==> src/rtl/id_ex_stage.sv <==
// ID/EX pipeline register for the 5-stage MIPS datapath.
// Holds decoded operands, forwards from EX/MEM and MEM/WB, and raises load-use stalls.
module id_ex_stage #(
  parameter int DATA_W = 32,
  parameter int REG_AW = 5,
  parameter int IMM_W  = 16
) (
  input  logic              clk_i,
  input  logic              rst_n_i,
  input  logic              stall_i,
  input  logic              flush_i,
  input  logic              valid_i,
  input  logic [REG_AW-1:0] rs_addr_i,
  input  logic [REG_AW-1:0] rt_addr_i,
  input  logic [REG_AW-1:0] rd_addr_i,
  input  logic [DATA_W-1:0] rs_data_i,
  input  logic [DATA_W-1:0] rt_data_i,
  input  logic [IMM_W-1:0]  imm_i,
  input  logic              ext_op_i,
  input  logic              alu_src_i,
  input  logic              uses_rt_i,
  input  logic [3:0]        alu_ctrl_i,
  input  logic              reg_write_i,
  input  logic              mem_read_i,
  input  logic              mem_write_i,
  input  logic              exmem_reg_write_i,
  input  logic [REG_AW-1:0] exmem_rd_i,
  input  logic [DATA_W-1:0] exmem_result_i,
  input  logic              memwb_reg_write_i,
  input  logic [REG_AW-1:0] memwb_rd_i,
  input  logic [DATA_W-1:0] memwb_result_i,
  output logic              valid_o,
  output logic [DATA_W-1:0] src1_o,
  output logic [DATA_W-1:0] src2_o,
  output logic [DATA_W-1:0] store_data_o,
  output logic [3:0]        alu_ctrl_o,
  output logic [REG_AW-1:0] rd_addr_o,
  output logic              reg_write_o,
  output logic              mem_read_o,
  output logic              mem_write_o,
  output logic              stall_req_o
);

  localparam logic [3:0] ALU_LUI = 4'b1011;
  localparam int         PAD     = DATA_W - IMM_W;

  logic              valid_q;
  logic [REG_AW-1:0] rs_q;
  logic [REG_AW-1:0] rt_q;
  logic [REG_AW-1:0] rd_q;
  logic [DATA_W-1:0] rs_val_q;
  logic [DATA_W-1:0] rt_val_q;
  logic [DATA_W-1:0] imm_q;
  logic              alu_src_q;
  logic [3:0]        alu_ctrl_q;
  logic              reg_write_q;
  logic              mem_read_q;
  logic              mem_write_q;

  logic              load_use;
  logic              wb_rs_hit;
  logic              wb_rt_hit;
  logic [DATA_W-1:0] rs_cap;
  logic [DATA_W-1:0] rt_cap;
  logic [DATA_W-1:0] imm_ext;
  logic [DATA_W-1:0] imm_cap;

  assign load_use = valid_q & mem_read_q & (rd_q != '0) &
                    ((rd_q == rs_addr_i) |
                     (uses_rt_i & (rd_q == rt_addr_i)));

  // Register file is read before this cycle's write-back lands
  assign wb_rs_hit = memwb_reg_write_i & (memwb_rd_i != '0) &
                     (memwb_rd_i == rs_addr_i);
  assign wb_rt_hit = memwb_reg_write_i & (memwb_rd_i != '0) &
                     (memwb_rd_i == rt_addr_i);
  assign rs_cap = wb_rs_hit ? memwb_result_i : rs_data_i;
  assign rt_cap = wb_rt_hit ? memwb_result_i : rt_data_i;

  assign imm_ext = ext_op_i ? {{PAD{imm_i[IMM_W-1]}}, imm_i}
                            : {{PAD{1'b0}}, imm_i};
  assign imm_cap = (alu_ctrl_i == ALU_LUI) ? {imm_i, {PAD{1'b0}}}
                                           : imm_ext;

  always_ff @(posedge clk_i) begin
    if (!rst_n_i) begin
      valid_q     <= 1'b0;
      rs_q        <= '0;
      rt_q        <= '0;
      rd_q        <= '0;
      rs_val_q    <= '0;
      rt_val_q    <= '0;
      imm_q       <= '0;
      alu_src_q   <= 1'b0;
      alu_ctrl_q  <= '0;
      reg_write_q <= 1'b0;
      mem_read_q  <= 1'b0;
      mem_write_q <= 1'b0;
    end else if (flush_i || (!stall_i && load_use)) begin
      valid_q     <= 1'b0;
      reg_write_q <= 1'b0;
      mem_read_q  <= 1'b0;
      mem_write_q <= 1'b0;
    end else if (!stall_i) begin
      valid_q     <= valid_i;
      rs_q        <= rs_addr_i;
      rt_q        <= rt_addr_i;
      rd_q        <= rd_addr_i;
      rs_val_q    <= rs_cap;
      rt_val_q    <= rt_cap;
      imm_q       <= imm_cap;
      alu_src_q   <= alu_src_i;
      alu_ctrl_q  <= alu_ctrl_i;
      reg_write_q <= valid_i & reg_write_i;
      mem_read_q  <= valid_i & mem_read_i;
      mem_write_q <= valid_i & mem_write_i;
    end
  end

  logic ex_rs_hit;
  logic ex_rt_hit;
  logic mw_rs_hit;
  logic mw_rt_hit;
  logic [DATA_W-1:0] rs_fwd;
  logic [DATA_W-1:0] rt_fwd;

  // EX/MEM is the younger producer, so it wins over MEM/WB
  assign ex_rs_hit = exmem_reg_write_i & (exmem_rd_i != '0) &
                     (exmem_rd_i == rs_q);
  assign ex_rt_hit = exmem_reg_write_i & (exmem_rd_i != '0) &
                     (exmem_rd_i == rt_q);
  assign mw_rs_hit = memwb_reg_write_i & (memwb_rd_i != '0) &
                     (memwb_rd_i == rs_q);
  assign mw_rt_hit = memwb_reg_write_i & (memwb_rd_i != '0) &
                     (memwb_rd_i == rt_q);

  assign rs_fwd = ex_rs_hit ? exmem_result_i :
                  mw_rs_hit ? memwb_result_i : rs_val_q;
  assign rt_fwd = ex_rt_hit ? exmem_result_i :
                  mw_rt_hit ? memwb_result_i : rt_val_q;

  assign valid_o      = valid_q;
  assign src1_o       = rs_fwd;
  assign src2_o       = alu_src_q ? imm_q : rt_fwd;
  assign store_data_o = rt_fwd;
  assign alu_ctrl_o   = alu_ctrl_q;
  assign rd_addr_o    = rd_q;
  assign reg_write_o  = valid_q & reg_write_q;
  assign mem_read_o   = valid_q & mem_read_q;
  assign mem_write_o  = valid_q & mem_write_q;
  assign stall_req_o  = load_use;

endmodule

==> config.mk <==
export PLATFORM = sky130hd
export DESIGN_NAME = id_ex_stage
export DESIGN_NICKNAME = d
export VERILOG_FILES = /design/src/rtl/id_ex_stage.sv
export SDC_FILE = /design/constraint.sdc
export NUM_CORES = 1
export LEC_CHECK = 0
export BUFFER_PORTS_ARGS = -buffer_cell sky130_fd_sc_hd__buf_2
export CORE_AREA = 2 2 133 148
export DETAILED_ROUTE_END_ITERATION = 12
export DIE_AREA = 0 0 135 150
export GPL_ROUTABILITY_DRIVEN = 0
export PLACE_DENSITY = 0.76
export SETUP_SLACK_MARGIN = 0.05
export SLEW_MARGIN = 20
export SYNTH_ARGS = -nofsm -noshare
export SYNTH_HDL_FRONTEND = slang
export SYNTH_SLANG_ARGS = --single-unit
==> constraint.sdc <==
create_clock -name clk_i -period 3.7 [get_ports clk_i]
set_input_delay 0.925 -clock clk_i [delete_from_list [all_inputs] [get_ports clk_i]]
set_output_delay 0.925 -clock clk_i [all_outputs]
set_load 0.02 [all_outputs]
Word level (Yosys, flattened, before mapping)
Cells that the tools add are included.
- bits in registers: 120
- input bits: 186
- word-level logic and storage cells: 59
- equal/unequal tests: 9
- multiplexer cells: 9
- bitwise logic cells: 21
- reductions and logical operators: 8
- operators by type and width (operator ; number):
    $mux 32 ; 9
    $eq 5x5->1 ; 8
    $and 1x1->1 ; 17
    $reduce_bool 5->1 ; 3
    $eq 4x4->1 const B ; 1
    $not 1->1 ; 3
    $reduce_and 2->1 ; 1
    $reduce_or 2->1 ; 1
    $logic_and 1x1->1 ; 1
    $logic_not 1->1 ; 1
    $logic_or 1x1->1 ; 1
    $or 1x1->1 ; 1

Logic depth before layout (Yosys ltp)
- depth after elaboration: 8
- gate-level depth with buffers: 8

Worst setup path after synthesis
Ideal clock, no wire load.
- path type: input to output
- start point: input memwb_rd_i[1]
- end point: output src1_o[10]
- arrival: 2.783 ns
- data required time: 2.775 ns
- setup slack: -0.008 ns
- stages: 7
- path buffers: 2
- cell sequence: buf_6 > or4_4 > o21ai_2 > nor4_4 > buf_2 > mux2i_1 > o21ai_0
- longest elaborated chain between the ends: 5
- elaborated cells on any way between the ends: 6
- RTL lines (what ; RTL line ; text):
    start: declaration ; 30 ; input logic [REG_AW-1:0] memwb_rd_i,
    $reduce_bool 5->1 ; 132 ; assign mw_rs_hit = memwb_reg_write_i & (memwb_rd_i != '0) &
    $and 1x1->1 ; 132 ;
    $and 1x1->1 (*) ; 132 ;
    $mux 32 (*) ; 138 ; mw_rs_hit ? memwb_result_i : rs_val_q;
    $mux 32 (*) ; 137 ; assign rs_fwd = ex_rs_hit ? exmem_result_i :
    end: declaration ; 33 ; output logic [DATA_W-1:0] src1_o,
Mark *: on every way between the ends. The rest lies on a longest branch, timed or not.

Worst setup path in the final report
- start point: input exmem_rd_i[1]
- end point: output src2_o[2]
- longest elaborated chain between the ends: 5
- elaborated cells on any way between the ends: 6
- RTL lines (what ; RTL line ; text):
    start: declaration ; 27 ; input logic [REG_AW-1:0] exmem_rd_i,
    $reduce_bool 5->1 ; 130 ; assign ex_rt_hit = exmem_reg_write_i & (exmem_rd_i != '0) &
    $and 1x1->1 ; 130 ;
    $and 1x1->1 (*) ; 130 ;
    $mux 32 (*) ; 139 ; assign rt_fwd = ex_rt_hit ? exmem_result_i :
    $mux 32 (*) ; 144 ; assign src2_o = alu_src_q ? imm_q : rt_fwd;
    end: declaration ; 34 ; output logic [DATA_W-1:0] src2_o,
Marked as above.

==> run_results.csv <==
group,metric,value,unit
run_status,outcome,"finished, violations left",
run_status,failed_checks,"negative setup slack",
cts,cts_max_level,4,
yosys,synth.distinct_cells,47,
floorplan,core,0.01883,mm2
floorplan,die_w,135,um
route,firstDrtPassIters,8,
route,drc,0,
cts,clk_pin_slew,60,ps
cts,clk_path_buf_depth,2,
yosys,synthArstFlopShare,0,
yosys,synth_top_area_frac,0.2702,
power,ir_drop,336.4,uV
critical_path,cp_num_buf_inv,5,
cells_and_area,drive_above_1_share,0.3952,
power,power_density,348.2,mW/mm2
global_route,grt_antenna_before_repair,4,
route,dr.first_iter.drc_count,924,
hold_path,min_path_type,"register to register",
cells_and_area,nFillCells,1451,
sta,rsz0062_at_grt,"true",
placement,port_buffers,295,
route,ant_nets,0,
yosys,yosysTopAreaCell,"dfxtp_1",
route,via_count,9985,
sta,timing.fmax,260.5,MHz
yosys,yosysSeqAreaShare,0.2702,
cts,clkLatencyLatePin,430,ps
route,drt-wirelength-per-cell,22.43,um
sta,slew_viol_final,0,
yosys,syn_nets,1264,
run,drv_cap,0,
global_route,grt_max_degree,73,
sta,hold_viol_final,0,
critical_path,critPathCaptureType,"output pin",
yosys,yosys_warnings,0,
placement,pre_cts_slack,-202.7,ps
sta,fin_ws,-138.5,ps
sta,finClkSkew,7.460,ps
critical_path,worstPathMaxFanout,32,
yosys,synthCells,1078,
sta,setup_tns,-1143,ps
cts,tritoncts,"done",
global_route,grt_pass1_wl,51.54,mm
yosys,synth_area,0.008890,mm2
route,via_per_inst,6.111,
floorplan,num_rows,53,
critical_path,crit_family,"buffers and inverters",
sta,fin_crit,3838,ps
yosys,yosys_most_used_dff,"dfxtp_1",
critical_path,crit_type,"primary input to output pin",
yosys,synth.avg_cell_area,8.247,um2
cts,clockRootBuffer,"clkbuf_16",
floorplan,die-area,0.02025,mm2
critical_path,critPathSlowestCell,"nor4_1",
sta,period_share,1.037,
yosys,synth.area.top_cells,"dfxtp_1, mux2i_1, nand2_1",
global_route,grt.total_usage,0.3325,
route,wirelength,36.66,mm
floorplan,ios,296,
cells_and_area,syn2layout_area_growth,41.89,%
cts,cts_made_buffers,17,
critical_path,critical-path-max-stage-delay,560,ps
power,leakage,5.601,nW
floorplan,start_util,0.4720,
critical_path,required,2770,ps
sta,maxSlewHeadroom,0.2810,
placement,post-dp-hpwl,24.39,mm
sta,worst_pin_slew,1076,ps
sta,finalSetupViolCount,33,
floorplan,die_h,150,um
critical_path,start_kind,"primary input",
yosys,ys_ff_latch,120,
critical_path,crit_top_cell,"buf_4",
yosys,synth_edf_count,0,
cells_and_area,nets,1552,
global_route,grt_pass1_vias,9434,
cts,cts_sinks,120,
critical_path,cp_cell_sequence,"buf_8 -> buf_4 -> buf_4 -> xnor2_2 -> nand3_2 -> buf_4 -> nor4_1 -> a31oi_2 -> mux2_2 -> buf_6",
power,power,4.392,mW
global_route,overflow,0,
critical_path,arrival,2910,ps
final cells by class:
| class | instances | area, um2 | area share |
|---|---|---|---|
| multi-input cells | 840 | 6430 | 0.5098 |
| repair buffers | 385 | 2810 | 0.2228 |
| flip-flops and latches | 120 | 2402 | 0.1905 |
| clock buffers | 22 | 494.2 | 0.03918 |
| well taps | 247 | 309.0 | 0.02450 |
| clock inverters | 10 | 140.1 | 0.01111 |
| diodes | 8 | 20.02 | 0.001587 |
| inverters | 2 | 7.507 | 0.0005952 |
cell families after synthesis:
logic type / share of synthesized area
and+or+nand+nor: 0.2101
AOI/OAI and AO/OA: 0.2000
muxes: 0.2072
DFF: 0.2702
buffers and inverters: 0.07305
xor gates and xnor gates: 0.03941
cells in the final DEF, fill, tap and decap left out, types with 14 or more instances in the layout:
cell       synthesis  final
and3_1            34     34
mux2i_1          148    141
xnor2_1           22     19
buf_4              5    104
mux2_2            32     14
o31a_1            32     32
and4_1            32     32
dfxtp_1          120    120
nand2_1          191    191
mux2_4             0     18
and2_1            19     19
clkbuf_16          0     19
buf_12             1     19
a31oi_4            0     19
a21boi_0          32     32
nor4_1            34     14
xor2_1            18     18
nor4_2             2     19
buf_6             14     34
o21ai_1           57     78
buf_2             15    220
nand3_1           35     25
o21ai_0           88     58
registers in the layout, indices dropped and copies added (netlist names), 4 cells and up:
signal and flops:
alu_ctrl_o 4, imm_q 32, rd_addr_o 5, rs_q 5
rs_val_q 32, rt_q 5, rt_val_q 32
worst reg2reg max path: stages (launching register included):
cell and delay [ps]:
dfxtp_1 370, xor2_1 190, nor4_1 380, a32oi_1 320, o21ai_4 410, buf_4 430, mux2i_1 250
routing by layer:
layer / up-vias / part of all wire / track usage
met5: - / 0 / 0
met4: 0 / 0.068 / 0.2208
met3: 152 / 0.096 / 0.08401
met2: 663 / 0.47 / 0.5434
met1: 4690 / 0.36 / 0.3842
li1: 4480 / - / -
stage by stage:
step | hold WS [ps] | instance area, um2 | util | std cells
final | 456.4 | 12610 | 0.6697 | 1634
after global routing | 478.0 | 12600 | 0.6689 | 1628
after CTS | 459.3 | 11860 | 0.6299 | 1615
after detailed placement | 451.4 | 10790 | 0.5731 | 1569
after global placement | 441.9 | 10790 | 0.5731 | 1569
after floorplan | 431.7 | 8902 | - | 1078
cells in the mapped netlist, types with 2 or more instances:
master,count
buf_6,14
mux2_2,32
a21oi_1,5
nor2_1,4
nand3_2,2
o211ai_1,4
o31a_1,32
o21ai_0,88
and4_1,32
clkbuf_1,73
nand2_1,191
buf_4,5
buf_2,15
and2_1,19
xor2_1,18
mux2i_1,148
a21boi_0,32
a31oi_2,30
o21ai_2,2
or4_4,2
nor2b_1,2
nor4_2,2
dfxtp_1,120
o21ai_1,57
dlygate4sd1_1,2
nand3_1,35
and3_1,34
clkbuf_8,3
a31oi_1,2
nor4_1,34
inv_1,2
xnor2_1,22
timing repair:
| item | 4_1_cts | 5_1_grt |
|---|---|---|
| resized for setup | 70 | 149 |
| endpoints found under the setup margin | 83 | 74 |
| cloned | 2 | 4 |
| hold buffers | 0 | 0 |
| setup buffers | 12 | 8 |
| pin swaps | 1 | 10 |
path summary, 6_finish.rpt:
path / startpoint / to / slack (ps) / cells past startpoint
setup / recovery: exmem_rd_i[1] / src2_o[2] / -140 / 10
setup reg to reg: rd_addr_o[1] / rs_val_q[16] / 1300 / 6
hold reg to reg: imm_q[21] / imm_q[21] / 460 / 2
hold / removal: imm_q[21] / imm_q[21] / 460 / 2
report_power, final:
group          switching (mW)  internal (mW)
clock                   0.650           1.15
sequential             0.0512           1.36
combinational           0.692          0.492
Power figures use the tool's default switching activity.
